<file path="config.mk">
export PLATFORM = sky130hd
export DESIGN_NAME = if_fetch_queue
export DESIGN_NICKNAME = d
export VERILOG_FILES = /design/src/rtl/if_fetch_queue.sv
export SDC_FILE = /design/constraint.sdc
export NUM_CORES = 1
export LEC_CHECK = 0
export CAP_MARGIN = 5
export CORE_MARGIN = 2
export CORE_UTILIZATION = 55
export CTS_BUF_LIST = sky130_fd_sc_hd__clkbuf_4 sky130_fd_sc_hd__clkbuf_8
export DETAILED_ROUTE_END_ITERATION = 7
export GPL_TIMING_DRIVEN = 0
export PLACE_DENSITY_LB_ADDON = 0.15
export SLEW_MARGIN = 20
export SYNTH_ARGS = -nofsm -noshare
export SYNTH_HDL_FRONTEND = slang
export SYNTH_SLANG_ARGS = --single-unit
</file>
<file path="constraint.sdc">
create_clock -name clk -period 5.3 [get_ports clk]
set_clock_uncertainty 0.2 [all_clocks]
set_input_delay 1.06 -clock clk [delete_from_list [all_inputs] [get_ports clk]]
set_output_delay 1.06 -clock clk [all_outputs]
set_load 0.01 [all_outputs]
</file>
<file path="src/rtl/if_fetch_queue.sv">
// Instruction-fetch engine: sequential/redirected address generation, one-cycle ROM
// reads, and a DEPTH-entry {pc, inst} queue drained by decode over valid/ready.
module if_fetch_queue #(
    parameter int unsigned ADDR_W = 32,
    parameter int unsigned DATA_W = 32,
    parameter int unsigned DEPTH  = 4,
    parameter logic [ADDR_W-1:0] INIT_PC = ADDR_W'(32'h0000_3000)
) (
    input  logic              clk,
    input  logic              rst,
    input  logic              branch_flag,
    input  logic [ADDR_W-1:0] branch_addr,
    input  logic              exc_flag,
    input  logic [ADDR_W-1:0] exc_addr,
    output logic              rom_en,
    output logic [ADDR_W-1:0] rom_addr,
    input  logic [DATA_W-1:0] rom_rdata,
    output logic              if_valid,
    output logic [ADDR_W-1:0] if_pc,
    output logic [DATA_W-1:0] if_inst,
    input  logic              id_ready
);

    // Handshake: decode takes the head entry in any cycle where if_valid && id_ready;
    // the head is held stable while if_valid && !id_ready.

    localparam int unsigned PW = (DEPTH > 1) ? $clog2(DEPTH) : 1;
    localparam int unsigned CW = PW + 1;
    localparam logic [ADDR_W-1:0] PC_STEP = ADDR_W'(4);

    logic [ADDR_W-1:0] fetch_pc;
    logic [ADDR_W-1:0] req_pc_q;
    logic              req_q;
    logic [PW-1:0]     wr_ptr;
    logic [PW-1:0]     rd_ptr;
    logic [CW-1:0]     count;
    logic [ADDR_W-1:0] pc_mem   [DEPTH];
    logic [DATA_W-1:0] inst_mem [DEPTH];

    logic              redirect;
    logic [ADDR_W-1:0] sel_target;
    logic [ADDR_W-1:0] target;
    logic              pop;
    logic              push;
    logic              issue;
    logic [CW:0]       occ;

    assign redirect   = exc_flag | branch_flag;
    assign sel_target = exc_flag ? exc_addr : branch_addr;
    assign target     = {sel_target[ADDR_W-1:2], 2'b00};
    assign rom_addr   = redirect ? target : fetch_pc;

    assign if_valid = (count != '0) && !redirect;
    assign pop      = if_valid && id_ready;
    assign push     = req_q && !redirect;

    // Occupancy as seen after this cycle's pop, counting the read still in flight;
    // a redirect empties everything, so the target fetch always goes out.
    assign occ    = {1'b0, count} + (CW+1)'(req_q) - (CW+1)'(pop);
    assign issue  = !rst && (redirect || (occ < (CW+1)'(DEPTH)));
    assign rom_en = issue;

    assign if_pc   = pc_mem[rd_ptr];
    assign if_inst = inst_mem[rd_ptr];

    always_ff @(posedge clk) begin
        if (rst) begin
            fetch_pc <= INIT_PC;
            req_q    <= 1'b0;
            req_pc_q <= INIT_PC;
        end else begin
            req_q <= issue;
            if (issue) begin
                fetch_pc <= rom_addr + PC_STEP;
                req_pc_q <= rom_addr;
            end else begin
                fetch_pc <= rom_addr;
            end
        end
    end

    always_ff @(posedge clk) begin
        if (rst || redirect) begin
            count  <= '0;
            wr_ptr <= '0;
            rd_ptr <= '0;
        end else begin
            if (push)
                wr_ptr <= wr_ptr + PW'(1);
            if (pop)
                rd_ptr <= rd_ptr + PW'(1);
            if (push && !pop)
                count <= count + CW'(1);
            else if (pop && !push)
                count <= count - CW'(1);
        end
    end

    always_ff @(posedge clk) begin
        if (!rst && push) begin
            pc_mem[wr_ptr]   <= req_pc_q;
            inst_mem[wr_ptr] <= rom_rdata;
        end
    end

    // The issue rule leaves room for every returning read.
    always_ff @(posedge clk) begin
        if (!rst && push)
            assert (count < CW'(DEPTH));
    end

endmodule

</file>
## Word-level counts from Yosys, hierarchy flattened

Memories as Yosys holds them, arrays and structs flattened. A register that Yosys moved wholly into a read port is not among the register bits.
Index checks and enable logic that the tools add are counted.

| storage, ports and cells | value |
|---|---|
| register bits | 72 |
| RAM bits | 256 |
| input bits | 101 |
| output and inout port bits | 98 |
| word-level logic and storage cells | 43 |
| memories kept | 2 |

| cells by class | value |
|---|---|
| add/subtract/negate cells | 7 |
| order comparisons | 1 |
| multiplexer cells | 11 |
| bitwise operators | 1 |
| reductions and logical operators | 15 |

Memories:

| memory | words | bits a word | read ports | clocked after Yosys merged registers in | write ports | line | RTL |
|---|---|---|---|---|---|---|---|
| inst_mem | 4 | 32 | 1 | 1 | 1 | 38 | `logic [DATA_W-1:0] inst_mem [DEPTH];` |
| pc_mem | 4 | 32 | 1 | 1 | 1 | 37 | `logic [ADDR_W-1:0] pc_mem [DEPTH];` |

Operator list:

| operator | count |
|---|---|
| $mux 32 | 3 |
| $add 32x3->32 const B | 1 |
| $mux 2 | 4 |
| $logic_and 1x1->1 | 7 |
| $mux 3 | 2 |
| $add 2x1->2 const B | 2 |
| $add 3x1->4 | 1 |
| $logic_not 1->1 | 4 |
| $lt 4x3->1 const B | 1 |
| $sub 4x1->4 | 1 |
| $add 3x1->3 const B | 1 |
| $reduce_bool 3->1 | 1 |
| $sub 3x1->3 const B | 1 |
| $logic_or 1x1->1 | 2 |
| $mux 1 | 2 |
| $reduce_bool 2->1 | 1 |
| $or 1x1->1 | 1 |

## Depth between registers and ports, before layout

| logic depth | value |
|---|---|
| depth after elaboration | 9 |
| mapped depth | 18 |
| depth with buffers taken out | 13 |

## Worst setup path after synthesis

OpenSTA, ideal clock, no wires.

| path | value |
|---|---|
| path type | input-to-output |
| start | input exc_flag |
| end | output rom_en |
| arrival | 3.888 ns |
| data required time | 4.040 ns |
| path slack | 0.152 ns |
| stages | 16 |
| buffers on the path | 5 |
| cells stage by stage | buf_6 -> buf_6 -> buf_12 -> or2_1 -> a31oi_1 -> nand2_1 -> inv_1 -> ha_1 -> inv_1 -> ha_1 -> and3b_1 -> a311o_2 -> nor2_1 -> buf_2 -> buf_2 -> nor2_1 |

| between the ends | value |
|---|---|
| cells in the longest elaborated chain, start to end | 8 |

RTL lines:

| item | line | RTL |
|---|---|---|
| start: declaration | 13 | `input logic exc_flag,` |
| $or 1x1->1 | 48 | `assign redirect = exc_flag \| branch_flag;` |
| $logic_not 1->1 | 53 | `assign if_valid = (count != '0) && !redirect;` |
| $logic_and 1x1->1 | 53 |  |
| net if_valid | 18 | `output logic if_valid,` |
| $logic_and 1x1->1 | 54 | `assign pop = if_valid && id_ready;` |
| net pop | 43 | `logic pop;` |
| $sub 4x1->4 | 59 | `assign occ = {1'b0, count} + (CW+1)'(req_q) - (CW+1)'(pop);` |
| $lt 4x3->1 | 60 | `assign issue = !rst && (redirect \|\| (occ < (CW+1)'(DEPTH)));` |
| $logic_or 1x1->1 | 60 |  |
| $logic_and 1x1->1 | 60 |  |
| end: declaration | 15 | `output logic rom_en,` |

The timed path passes the listed nets, and every way through them passes these cells.

## Final worst setup path

| path | value |
|---|---|
| start | input exc_flag |
| end | output rom_en |

| between the ends | value |
|---|---|
| cells in the longest elaborated chain, start to end | 8 |

RTL lines:

| item | line |
|---|---|
| $or 1x1->1 | 48 |
| $logic_not 1->1 | 53 |
| $logic_and 1x1->1 | 53 |
| $logic_and 1x1->1 | 54 |
| net pop | 43 |
| $sub 4x1->4 | 59 |
| $lt 4x3->1 | 60 |
| $logic_or 1x1->1 | 60 |
| $logic_and 1x1->1 | 60 |

The timed path passes the listed nets, and every way through them passes these cells.

==> impl_metrics.env <==
export IMPL_setup_viol=0
export IMPL_boundaryPins=199
export IMPL_place_congestion=0.845
export IMPL_ys_seq_area_share_pct=68.9
export IMPL_critPathKind="primary input to primary output"
export IMPL_drt_total_wl_mm=27.7
export IMPL_dieArea_mm2=0.0254
export IMPL_grt_pass1_vias=8095
export IMPL_final_nets=1193
export IMPL_yosys_register_bits=330
export IMPL_tightestPinTransition_ps=859
export IMPL_cp_max_fo=10
export IMPL_drive_gt1_share_pct=17.9
export IMPL_min_period_ps=5100
export IMPL_fmax_ghz=0.196
export IMPL_reg2reg_to="fetch_pc[28]"
export IMPL_crit_required_ps=4040
export IMPL_die_w_um=159
export IMPL_leakage_nw=5.77
export IMPL_tritoncts="done"
export IMPL_finalWorstSetupSlack_ps=196
export IMPL_ir_worst_vdd_mv=0.167
export IMPL_die_h_um=159
export IMPL_avgSynthCellArea_um2=16.0
export IMPL_area_growth_pct=26.3
export IMPL_async_flop_share_pct=0
export IMPL_core_mm2=0.0236
export IMPL_hold_depth=1
export IMPL_synth_edff_count=256
export IMPL_worstHoldStart="fetch_pc[1]"
export IMPL_wire_per_inst_um=19.2
export IMPL_crit_chain="buf_6, buf_6, buf_12, or2_1, a31oi_1, nand2_1, inv_1, ha_1, inv_1, ha_1, and3b_1, a311o_2, nor2_4, buf_6, buf_6, nor2_1, clkbuf_2"
export IMPL_clock_latency_ps=550
export IMPL_critPathSlowestCell="a311o_2"
export IMPL_cts_hold_buf=0
export IMPL_diodes=0
export IMPL_path_delay_family="buffers and inverters"
export IMPL_nFillCells=1622
export IMPL_r2r_cells=14
export IMPL_min_path_type="flop to flop"
export IMPL_firstDrtPassIters=5
export IMPL_rows=56
export IMPL_initial_core_util_pct=56.3
export IMPL_yosys_warnings=0
export IMPL_viasPerCell=5.47
export IMPL_status="complete, no violations"
export IMPL_fin_crit_sh_pct=96.3
export IMPL_cts_buffers=49
export IMPL_grt_overflow=0
export IMPL_hold_path_endpoint="fetch_pc[1]"
export IMPL_crit_buf_inv=8
export IMPL_p_per_area_mw_per_mm2=315
export IMPL_slew_viol_final=0
export IMPL_dpl_worst_slack_ps=-607
export IMPL_vias=7877
export IMPL_netlist_instances=831
export IMPL_ys_flop_type="edfxtp_1"
export IMPL_htreeDepth=2
export IMPL_clock_root_buffer="clkbuf_8"
export IMPL_cts_sinks=330
export IMPL_grt_pass1_wl_mm=44.1
export IMPL_drtIter0Drc=540
export IMPL_antenna_found_initial=0
export IMPL_synth_distinct_cells=59
export IMPL_syn_area_mm2=0.0133
export IMPL_dpl_hpwl_mm=18.8
export IMPL_r2r_start="count[2]"
export IMPL_start_kind="primary input"
export IMPL_drc_errors=0
export IMPL_hold_ws_ps=249
export IMPL_io_buffers=192
export IMPL_grt_use_total_pct=22.1
export IMPL_ant_nets=0
export IMPL_end_kind="primary output"
export IMPL_grt_max_degree=47
export IMPL_clockBufferDepth=3
export IMPL_r2r_slack_ps=1590
export IMPL_clkSlewWorstSetupHoldPaths_ps=60
export IMPL_finalHoldViolCount=0
export IMPL_max_stage_delay_ps=380
export IMPL_rsz0062_at_grt="false"
export IMPL_synth_nets=942
export IMPL_critical_path_most_common_cell="buf_6"
export IMPL_maxCapViolCount=0
export IMPL_max_slew_margin_pct=42.7
export IMPL_arrival_ps=3840
[layout by cell type (no fill, tap or decap), drive strengths merged, types with 16 or more instances in the layout]
| master | synthesis | final |
|---|---|---|
| a21oi | 38 | 38 |
| buf | 26 | 34 |
| clkbuf | 19 | 94 |
| clkdlybuf4s50 | 0 | 191 |
| dfxtp | 74 | 74 |
| edfxtp | 256 | 256 |
| inv | 13 | 16 |
| mux2i | 38 | 38 |
| mux4 | 64 | 64 |
| nand2 | 106 | 106 |
| nand3 | 16 | 16 |
| nor2 | 35 | 35 |
| o21ai | 32 | 32 |
[where the power goes]
group / switching [mW] / internal (mW)
logic: 0.181 / 0.186
clock network: 0.918 / 1.13
registers: 0.0349 / 2.83
[synthesized netlist by cell type (all sizes together), types with 9 or more instances]
| master | n | area share [%] |
|---|---|---|
| buf | 26 | 1.6 |
| nand2 | 106 | 3.1 |
| mux2i | 38 | 2.9 |
| edfxtp | 256 | 58 |
| and2 | 12 | 0.56 |
| a21oi | 38 | 1.4 |
| inv | 13 | 0.37 |
| nor2 | 35 | 0.99 |
| o21ai | 32 | 1.6 |
| mux4 | 64 | 11 |
| ha | 9 | 0.85 |
| nand4 | 10 | 0.47 |
| nand3 | 16 | 0.64 |
| clkbuf | 19 | 0.54 |
| dfxtp | 74 | 11 |
[final cells by class]
class	instances	area, um^2	share of cell area [%]
multi-input combinational	443	3830	22.8
timing repair buffer	200	2050	12.2
sequential	330	9170	54.6
clock inverter	17	111	0.663
clock buffer	74	893	5.32
inverter	13	48.8	0.291
tap	319	399	2.38
buffer	45	290	1.73
[logic make-up after synthesis]
| group | synth area share (%) |
|---|---|
| AOI/OAI and AO/OA | 4.01 |
| xor gates and xnor gates | 0.988 |
| adders and majority gates | 0.997 |
| DFF | 68.9 |
| and+or+nand+nor | 8.20 |
| muxes | 14.4 |
| buffers and inverters | 2.46 |
[sequential cells by signal, indices dropped and copies added (netlist names), named ones only]
signal	cells
req_pc_q	32
count	3
inst_mem	128
req_q	1
pc_mem	128
fetch_pc	32
wr_ptr	2
rd_ptr	2
[metal layers]
metal / up-vias / global-route usage (%) / part of all wire, %
met5: - / 0 / 0
met4: 0 / 6.57 / 2.2
li1: 3699 / - / -
met3: 48 / 4.40 / 7.2
met1: 3793 / 30.5 / 43
met2: 337 / 36.0 / 47
[metrics by stage]
stage	TNS [ps]	power (mW)	util [%]	instance area, um^2	instances
after floorplan	0	3.08	-	13300	831
after global placement	-31760	3.28	66.1	15600	1342
after detailed placement	-607	3.28	66.7	15700	1346
after CTS	0	5.33	71.1	16800	1440
after global routing	0	5.46	71.1	16800	1441
final	0	5.28	71.1	16800	1441
[worst max path at each step]
stage,cells past startpoint,slack (ps),start,to
final,17,200,exc_flag,rom_en
after global placement,17,-600,exc_flag,rom_en
after floorplan,16,150,exc_flag,rom_en
after detailed placement,17,-610,exc_flag,rom_en
after CTS,17,8,exc_flag,rom_en
after global routing,17,20,exc_flag,rom_en
[worst reg2reg max path, stage by stage, from the launching register on]
cell and delay (ps):
dfxtp_1 440, inv_1 110, a31oi_1 180, nand2_1 100, inv_1 120, ha_1 160
inv_1 40, ha_1 250, and3b_1 210, nor4_4 370, buf_4 200, o21ai_2 110
nor4_4 550, nand4_1 200, mux2_1 350
[repair_timing]
action	CTS	global route
resized for setup	7	2
setup buffers	3	1
setup endpoints to repair	1	1
pin swaps	2	0
Note: power is estimated with default switching activity, not from simulation.
